**config.mk**
```make
export PLATFORM = sky130hd
export DESIGN_NAME = uart_tx_fsm_flat
export DESIGN_NICKNAME = d
export VERILOG_FILES = /design/src/rtl/uart_tx_fsm_pkg.sv /design/src/rtl/uart_tx_fsm_if.sv /design/src/rtl/uart_tx_fsm.sv /design/src/flat_wrapper.sv
export SDC_FILE = /design/constraint.sdc
export NUM_CORES = 1
export LEC_CHECK = 0
export BUFFER_PORTS_ARGS = -buffer_cell sky130_fd_sc_hd__buf_2
export CAP_MARGIN = 10
export CORE_UTILIZATION = 51
export CTS_CLUSTER_DIAMETER = 60
export DETAILED_ROUTE_END_ITERATION = 7
export GPL_TIMING_DRIVEN = 1
export PLACE_DENSITY = 0.75
export RECOVER_POWER = 25
export SLEW_MARGIN = 30
export SYNTH_ARGS = -nofsm -noshare
export SYNTH_HDL_FRONTEND = slang
export SYNTH_SLANG_ARGS = --single-unit
```
**constraint.sdc**
```tcl
create_clock -name clk -period 1.8 [get_ports clk]
set_input_delay 0.18 -clock clk [delete_from_list [all_inputs] [get_ports clk]]
set_output_delay 0.18 -clock clk [all_outputs]
set_load 0.05 [all_outputs]
```
**src/rtl/uart_tx_fsm_pkg.sv**
```systemverilog
// rtl/uart_tx_fsm_pkg.sv - shared encodings and helpers for the UART transmit control FSM
package uart_tx_fsm_pkg;

  // Line mux selects, shared with the transmit datapath
  localparam logic [1:0] SEL_START = 2'b00;
  localparam logic [1:0] SEL_IDLE  = 2'b01;
  localparam logic [1:0] SEL_DATA  = 2'b10;
  localparam logic [1:0] SEL_PAR   = 2'b11;

  // FSM state encodings
  localparam int STATE_W = 3;
  localparam logic [STATE_W-1:0] ST_IDLE   = 3'd0;
  localparam logic [STATE_W-1:0] ST_START  = 3'd1;
  localparam logic [STATE_W-1:0] ST_DATA   = 3'd2;
  localparam logic [STATE_W-1:0] ST_PARITY = 3'd3;
  localparam logic [STATE_W-1:0] ST_STOP1  = 3'd4;
  localparam logic [STATE_W-1:0] ST_STOP2  = 3'd5;

  typedef enum logic [STATE_W-1:0] {
    S_IDLE   = ST_IDLE,
    S_START  = ST_START,
    S_DATA   = ST_DATA,
    S_PARITY = ST_PARITY,
    S_STOP1  = ST_STOP1,
    S_STOP2  = ST_STOP2
  } state_t;

  // Watchdog counter must hold values up to DATA_WIDTH+WD_SLACK
  function automatic int wd_cnt_width(input int data_width, input int wd_slack);
    return $clog2(data_width + wd_slack + 1);
  endfunction

endpackage

```
**src/rtl/uart_tx_fsm_if.sv**
```systemverilog
// rtl/uart_tx_fsm_if.sv - handshake and datapath control bundle of the UART transmit FSM
interface uart_tx_fsm_if;
  logic       data_valid;
  logic       par_en;
  logic       stop2;
  logic       ser_done;
  logic       tx_ready;
  logic       ser_load;
  logic [1:0] mux_sel;
  logic       busy;
  logic       frame_done;
  logic       ser_err;

  // Producer / datapath side
  modport master (
    output data_valid, par_en, stop2, ser_done,
    input  tx_ready, ser_load, mux_sel, busy, frame_done, ser_err
  );

  // FSM side
  modport slave (
    input  data_valid, par_en, stop2, ser_done,
    output tx_ready, ser_load, mux_sel, busy, frame_done, ser_err
  );
endinterface

```
**src/rtl/uart_tx_fsm.sv**
```systemverilog
// rtl/uart_tx_fsm.sv - UART transmit sequencer: start/data/parity/stop phases with serializer watchdog
module uart_tx_fsm
  import uart_tx_fsm_pkg::*;
#(
  parameter int DATA_WIDTH = 8,
  parameter int WD_SLACK   = 2
) (
  input  logic         clk,
  input  logic         rst,
  uart_tx_fsm_if.slave bus
);

  localparam int CNT_W = wd_cnt_width(DATA_WIDTH, WD_SLACK);
  // Value held during the last DATA cycle the serializer is allowed
  localparam logic [CNT_W-1:0] WD_LAST = CNT_W'(DATA_WIDTH + WD_SLACK - 1);

  state_t           state, state_nxt;
  logic [CNT_W-1:0] wd_cnt;
  logic             par_q, stop2_q;
  logic             busy_q, err_q;
  logic             ready, accept, final_stop, wd_fire;
  logic [1:0]       sel;

  // Next-state, Moore line select and handshake decode
  always_comb begin
    state_nxt  = state;
    sel        = SEL_IDLE;
    ready      = 1'b0;
    final_stop = 1'b0;
    wd_fire    = 1'b0;
    accept     = 1'b0;
    case (state)
      S_IDLE: begin
        sel   = SEL_IDLE;
        ready = 1'b1;
      end
      S_START: begin
        sel       = SEL_START;
        state_nxt = S_DATA;
      end
      S_DATA: begin
        sel = SEL_DATA;
        if (bus.ser_done) begin
          state_nxt = par_q ? S_PARITY : S_STOP1;
        end else if (wd_cnt == WD_LAST) begin
          // Serializer never finished: truncate the frame rather than hang
          wd_fire   = 1'b1;
          state_nxt = S_STOP1;
        end
      end
      S_PARITY: begin
        sel       = SEL_PAR;
        state_nxt = S_STOP1;
      end
      S_STOP1: begin
        sel = SEL_IDLE;
        if (stop2_q) begin
          state_nxt = S_STOP2;
        end else begin
          final_stop = 1'b1;
        end
      end
      S_STOP2: begin
        sel        = SEL_IDLE;
        final_stop = 1'b1;
      end
      default: begin
        state_nxt = S_IDLE;
      end
    endcase
    // The final stop cycle can hand straight over to the next frame
    if (final_stop) begin
      ready = 1'b1;
    end
    accept = ready & bus.data_valid;
    if (accept) begin
      state_nxt = S_START;
    end else if (final_stop) begin
      state_nxt = S_IDLE;
    end
  end

  // State, frame configuration, watchdog counter and sticky error
  always_ff @(posedge clk or negedge rst) begin
    if (!rst) begin
      state   <= S_IDLE;
      busy_q  <= 1'b0;
      par_q   <= 1'b0;
      stop2_q <= 1'b0;
      wd_cnt  <= '0;
      err_q   <= 1'b0;
    end else begin
      state  <= state_nxt;
      busy_q <= (state_nxt != S_IDLE);
      if (accept) begin
        par_q   <= bus.par_en;
        stop2_q <= bus.stop2;
      end
      if (state == S_START) begin
        wd_cnt <= '0;
      end else if (state == S_DATA) begin
        wd_cnt <= wd_cnt + CNT_W'(1);
      end
      if (wd_fire) begin
        err_q <= 1'b1;
      end
    end
  end

  assign bus.tx_ready   = ready;
  assign bus.ser_load   = accept;
  assign bus.mux_sel    = sel;
  assign bus.busy       = busy_q;
  assign bus.frame_done = final_stop;
  assign bus.ser_err    = err_q;

endmodule

```
**src/flat_wrapper.sv**
```systemverilog
// flat-port wrapper written by rule: the top's interface ports become plain ports
module uart_tx_fsm_flat import uart_tx_fsm_pkg::*;
#(
  parameter int DATA_WIDTH = 8,
  parameter int WD_SLACK   = 2
)
  (clk, rst, bus_data_valid, bus_par_en, bus_stop2, bus_ser_done, bus_tx_ready, bus_ser_load, bus_mux_sel, bus_busy, bus_frame_done, bus_ser_err);
  uart_tx_fsm_if bus_i ();
  input  logic clk;
  input  logic rst;
  input wire logic [$bits(bus_i.data_valid)-1:0] bus_data_valid;
  input wire logic [$bits(bus_i.par_en)-1:0] bus_par_en;
  input wire logic [$bits(bus_i.stop2)-1:0] bus_stop2;
  input wire logic [$bits(bus_i.ser_done)-1:0] bus_ser_done;
  output wire logic [$bits(bus_i.tx_ready)-1:0] bus_tx_ready;
  output wire logic [$bits(bus_i.ser_load)-1:0] bus_ser_load;
  output wire logic [$bits(bus_i.mux_sel)-1:0] bus_mux_sel;
  output wire logic [$bits(bus_i.busy)-1:0] bus_busy;
  output wire logic [$bits(bus_i.frame_done)-1:0] bus_frame_done;
  output wire logic [$bits(bus_i.ser_err)-1:0] bus_ser_err;
  assign bus_i.data_valid = bus_data_valid;
  assign bus_i.par_en = bus_par_en;
  assign bus_i.stop2 = bus_stop2;
  assign bus_i.ser_done = bus_ser_done;
  assign bus_tx_ready = bus_i.tx_ready;
  assign bus_ser_load = bus_i.ser_load;
  assign bus_mux_sel = bus_i.mux_sel;
  assign bus_busy = bus_i.busy;
  assign bus_frame_done = bus_i.frame_done;
  assign bus_ser_err = bus_i.ser_err;
  uart_tx_fsm #(.DATA_WIDTH(DATA_WIDTH), .WD_SLACK(WD_SLACK)) u_core (.clk(clk), .rst(rst), .bus(bus_i));
endmodule
```
======== Word level (Yosys, flattened, before mapping) ========
Cells that the tools add are included.
word-level totals
  register bits ........................... 11
  word-level logic and storage cells ...... 35
  output and inout bits ................... 7
operators by class
  reductions and logical operators ........ 4
  muxes and demuxes ....................... 17
  bitwise operators ....................... 1
  eq/ne operators ......................... 6
  add/subtract/negate cells ............... 1
operator list
  operator                                        count
  2-to-1 mux 3 bit                                6
  case mux 3 bit (5 select lines)                 1
  2-to-1 mux 4 bit                                2
  == test 3 x 2 -> 1 bit (second input constant)  2
  == test 3 bit (second input constant)           2
  2-to-1 mux 1 bit                                6
  case mux 2 bit (3 select lines)                 1
  adder 4 x 1 -> 4 bit (second input constant)    1
  == test 4 bit (second input constant)           1
  == test 3 x 1 -> 1 bit (second input constant)  1
  logical NOT 3 bit                               1
  nonzero test 3 bit                              1
  case mux 1 bit (2 select lines)                 1
  nonzero test 2 bit                              1
  OR reduction 2 bit                              1
  AND 1 bit                                       1

======== Logic depth before layout (Yosys ltp) ========
  depth after elaboration ................. 7
  gate-level depth with buffers ........... 5

======== Worst setup path after synthesis ========
Ideal clock, no wire load.
  path type ............................... reg2out
  from .................................... register u_core.state[0]
  to ...................................... output port bus_frame_done
  path buffers ............................ 2
  path slack .............................. 0.166 ns
  arrival ................................. 1.454 ns
  cell stages (with the launch flop) ...... 5
  data required time ...................... 1.620 ns
  path through ............................ dfrtp_1 > buf_6 > buf_2 > inv_1 > a21oi_1
on the way
  word-level cells in the longest chain between the ends .. 2
  elaborated cells on any way between the ends .. 3
  those cells by class .................... eq/ne (2); mux (1)
ends and longest elaborated chain
  element                            RTL line            RTL
  from (decl)                        uart_tx_fsm.sv:17   state_t state, state_nxt;
  from (signal assigned)             uart_tx_fsm.sv:93   state <= state_nxt;
  == test 3 bit                      uart_tx_fsm.sv:32   case (state)
  case mux 1 bit (2 select lines) *  uart_tx_fsm.sv:32
  to (decl)                          flat_wrapper.sv:19  output wire logic [$bits(bus_i.frame_done)-1:0] bus_frame_done;
Mark *: on every way between the ends. The rest lies on a longest branch, timed or not.

======== Worst setup path in the final report ========
  from .................................... register u_core.state[1]
  to ...................................... output port bus_ser_load
on the way
  word-level cells in the longest chain between the ends .. 4
  elaborated cells on any way between the ends .. 7
  those cells by class .................... eq/ne (2); mux (3); bitwise (1); reduce/logical (1)
ends and longest elaborated chain
  element                                                                     RTL line            RTL
  == test 3 bit / logical NOT 3 bit (equally long branches)                   uart_tx_fsm.sv:32
  case mux 1 bit (2 select lines) / 2-to-1 mux 1 bit (equally long branches)  uart_tx_fsm.sv:32
  2-to-1 mux 1 bit *                                                          uart_tx_fsm.sv:72   if (final_stop) begin
  AND 1 bit *                                                                 uart_tx_fsm.sv:75   accept = ready & bus.data_valid;
  to (decl)                                                                   flat_wrapper.sv:16  output wire logic [$bits(bus_i.ser_load)-1:0] bus_ser_load;
Marks and branches as above.

==> results.ini <==
[sta]
relSlewSlack_pct = 59.7
fin_worst_skew_ns = 0.000672
worst_pin_slew_ns = 0.605
rsz0062_at_grt = false
final-hold-violation-count = 0
max_freq_ghz = 0.594
fin_setup_tns_ns = 0
min_period_ns = 1.68
whs_ns = 0.135
setup_violations = 0
drv_slew = 0
layout_worst_path_cycle_share_pct = 93.5

[logic_synthesis]
yosys-top-cells-area = dfrtp_1 (41%), nand2b_1 (6.5%), mux2_4 (4.5%)
synth_seq_area_share_pct = 41.1
avgSynthCellArea_um2 = 10.1
syn_area_um2 = 669
synth_ff_type = dfrtp_1
ys_types = 28
synth_edf_count = 0
synth_nets = 74
ys_warn_count = 0
synth_top_cell_by_area = dfrtp_1
syn_inst = 66
async_flop_share_pct = 100
synth_top_area_share_pct = 41.1
synth-seq-cells = 11

[critical_path]
required_ns = 1.62
r2r_cells = 4
max_stage_delay_ns = 0.53
reg2reg_slack_ns = 0.36
r2r-start = u_core.wd_cnt[0]$_DFFE_PN0P_
cp.arrival_ns = 1.50
critPathMaxFanout = 15
critical_path_class = flop to output pin
critical_path.startpoint_type = flop
cpMaxStageDelayCell = dfrtp_1
crit_chain = and4b_4 > buf_2
reg2reg_to = u_core.state[2]$_DFF_PN0_
end_kind = output pin

[pwr]
fin_total_pwr_mw = 1.53
leakage_nw = 0.385
ir_drop_v = 0.000931
powerDensity_nw_per_um2 = 2020

[layout]
layout-area-overhead-vs-synth_pct = 13.3
final_area_um2 = 758
diodes = 0
nNetsFinal = 89
drive_gt1_share_pct = 27.5

[clocking]
clk_latency_ns = 0.27
cts_tree = built
cts_num_sinks = 11
post_cts_buffers = 0
cts-buffers-inserted = 3
cts_root_buf = clkbuf_4
path_clk_slew_ns = 0.07
cts_max_level = 1
cts_buffer_depth = 2

[grt]
gr-usage-all-layers_pct = 23.3
antenna_found_initial = 0
overflow = 0
grt_pass1_vias = 530
grt_max_degree = 16
grt_pass1_wl_mm = 2.30

[detailed_routing]
routed_wl_mm = 1.34
drt-pass1-iter-count = 2
initialDrtViolationCount = 5
wl_per_cell_um = 14.3
vias = 524
drc = 0
vias_per_cell = 5.57
ant_nets = 0

[place]
gp_congestion = 0.740
dpl.hpwl_um = 978
placed_area_um2 = 722
io_buffer_count = 12

[die]
die_area_um2 = 1460
pin_count = 13
design.core.area_um2 = 1160
dieWidth_um = 38.2
fp.dieH_um = 38.2
rows = 12
start_util_pct = 57.9

[worst_hold_path]
whs_endpoint = u_core.par_q$_DFFE_PN0P_
holdCritStartpoint = bus_par_en
hp-class = primary input to flop
hold_depth = 2

[status]
outcome = completed

[run]
cap_viol_max_count = 0

==> cell usage after synthesis (all sizes together) (3+ instances only) <==
cell	number
buf	4
nand2b	7
nor2	3
nor3	3
inv	5
nor2b	3
dfrtp	11
a22o	3
o21ai	3
==> critical path, delay by kind of cell, from the launching register on <==
family / cells / cell delay (ns)
flops: 1 / 0.53
buf+inv: 1 / 0.27
simple gates: 1 / 0.43
==> stage by stage <==
stage / worst slack (ns) / std cells / util, %
floorplan: 0.166 / 66 / -
CTS: 0.0318 / 94 / 65.6
global placement: 0.370 / 89 / 62.4
detailed placement: 0.344 / 89 / 62.4
finish: 0.118 / 94 / 65.6
global route: 0.0216 / 94 / 65.6
==> report_power, final <==
group | switching (mW) | internal [mW] | leakage [nW]
clock network | 0.0824 | 0.0859 | 0.0150
registers | 0.159 | 0.340 | 0.139
logic | 0.536 | 0.327 | 0.231
==> kinds of logic (layout without fill, tap and decap cells) <==
| group | after synthesis | count (layout) | share of synthesized area [%] |
|---|---|---|---|
| and+or+nand+nor | 23 | 23 | 23.0 |
| muxes | 2 | 2 | 4.49 |
| xor gates and xnor gates | 1 | 1 | 1.31 |
| adders and majority gates | 2 | 2 | 3.74 |
| DFF | 11 | 11 | 41.1 |
| AOI/OAI and AO/OA | 18 | 18 | 18.7 |
| buffers and inverters | 9 | 23 | 7.66 |
==> final cells by class <==
| type | instances | area [µm²] |
|---|---|---|
| fill | 99 | 398 |
| multi-input combinational | 46 | 343 |
| sequential | 11 | 277 |
| timing repair buffer | 14 | 76.3 |
| clock buffer | 4 | 26.3 |
| inverter | 5 | 18.8 |
| tap | 14 | 17.5 |
==> state kept, by name, indices dropped and copies added, names as in the netlist <==
register,flops
u_core.par_q,1
u_core.bus.ser_err,1
u_core.state,3
u_core.bus.busy,1
u_core.stop2_q,1
u_core.wd_cnt,4
==> layout by cell type (no fill, tap or decap) <==
cell type       n
a31oi_1         2
nor2_1          3
o31a_1          1
xor2_1          1
dlygate4sd3_1   1
buf_2          11
ha_1            2
a21o_1          2
a21oi_1         2
o21bai_1        1
o22ai_1         2
dfrtp_1        10
clkbuf_1        2
inv_1           5
o21ai_1         1
mux2_4          2
nand3_1         1
clkbuf_4        3
nand3b_4        1
nor3_1          3
o32ai_1         1
buf_4           1
nand2_1         2
a31o_2          1
a22o_1          3
or3_1           1
nor2b_1         3
and4b_4         1
o21ai_0         2
and4bb_2        1
nand2b_1        7
dfrtp_2         1
==> routing by layer <==
layer	up-vias	GRT usage [%]	share of wire, %
li1	264	-	-
met5	-	0	0
met3	3	8.72	4.9
met4	0	5.36	0.75
met1	246	28.0	46
met2	11	39.0	48
==> worst max path at each step <==
stage / slack [ns] / depth (start not counted) / startpoint / end
after floorplan: 0.17 / 4 / u_core.state[0]$_DFF_PN0_ / bus_frame_done
after global placement: 0.37 / 3 / u_core.state[2]$_DFF_PN0_ / bus_ser_load
after detailed placement: 0.34 / 3 / u_core.state[2]$_DFF_PN0_ / bus_ser_load
after CTS: 0.03 / 3 / u_core.state[2]$_DFF_PN0_ / bus_ser_load
after global routing: 0.02 / 3 / u_core.state[1]$_DFF_PN0_ / bus_mux_sel[1]
final: 0.12 / 2 / u_core.state[1]$_DFF_PN0_ / bus_ser_load
==> what timing repair did <==
item | in CTS | in global routing
gates resized for setup | 0 | 1
hold buffers | 1 | 0
setup endpoints to repair | 0 | 1
hold endpoints to repair | 11 | 0
(Power assumes the default switching activity.)
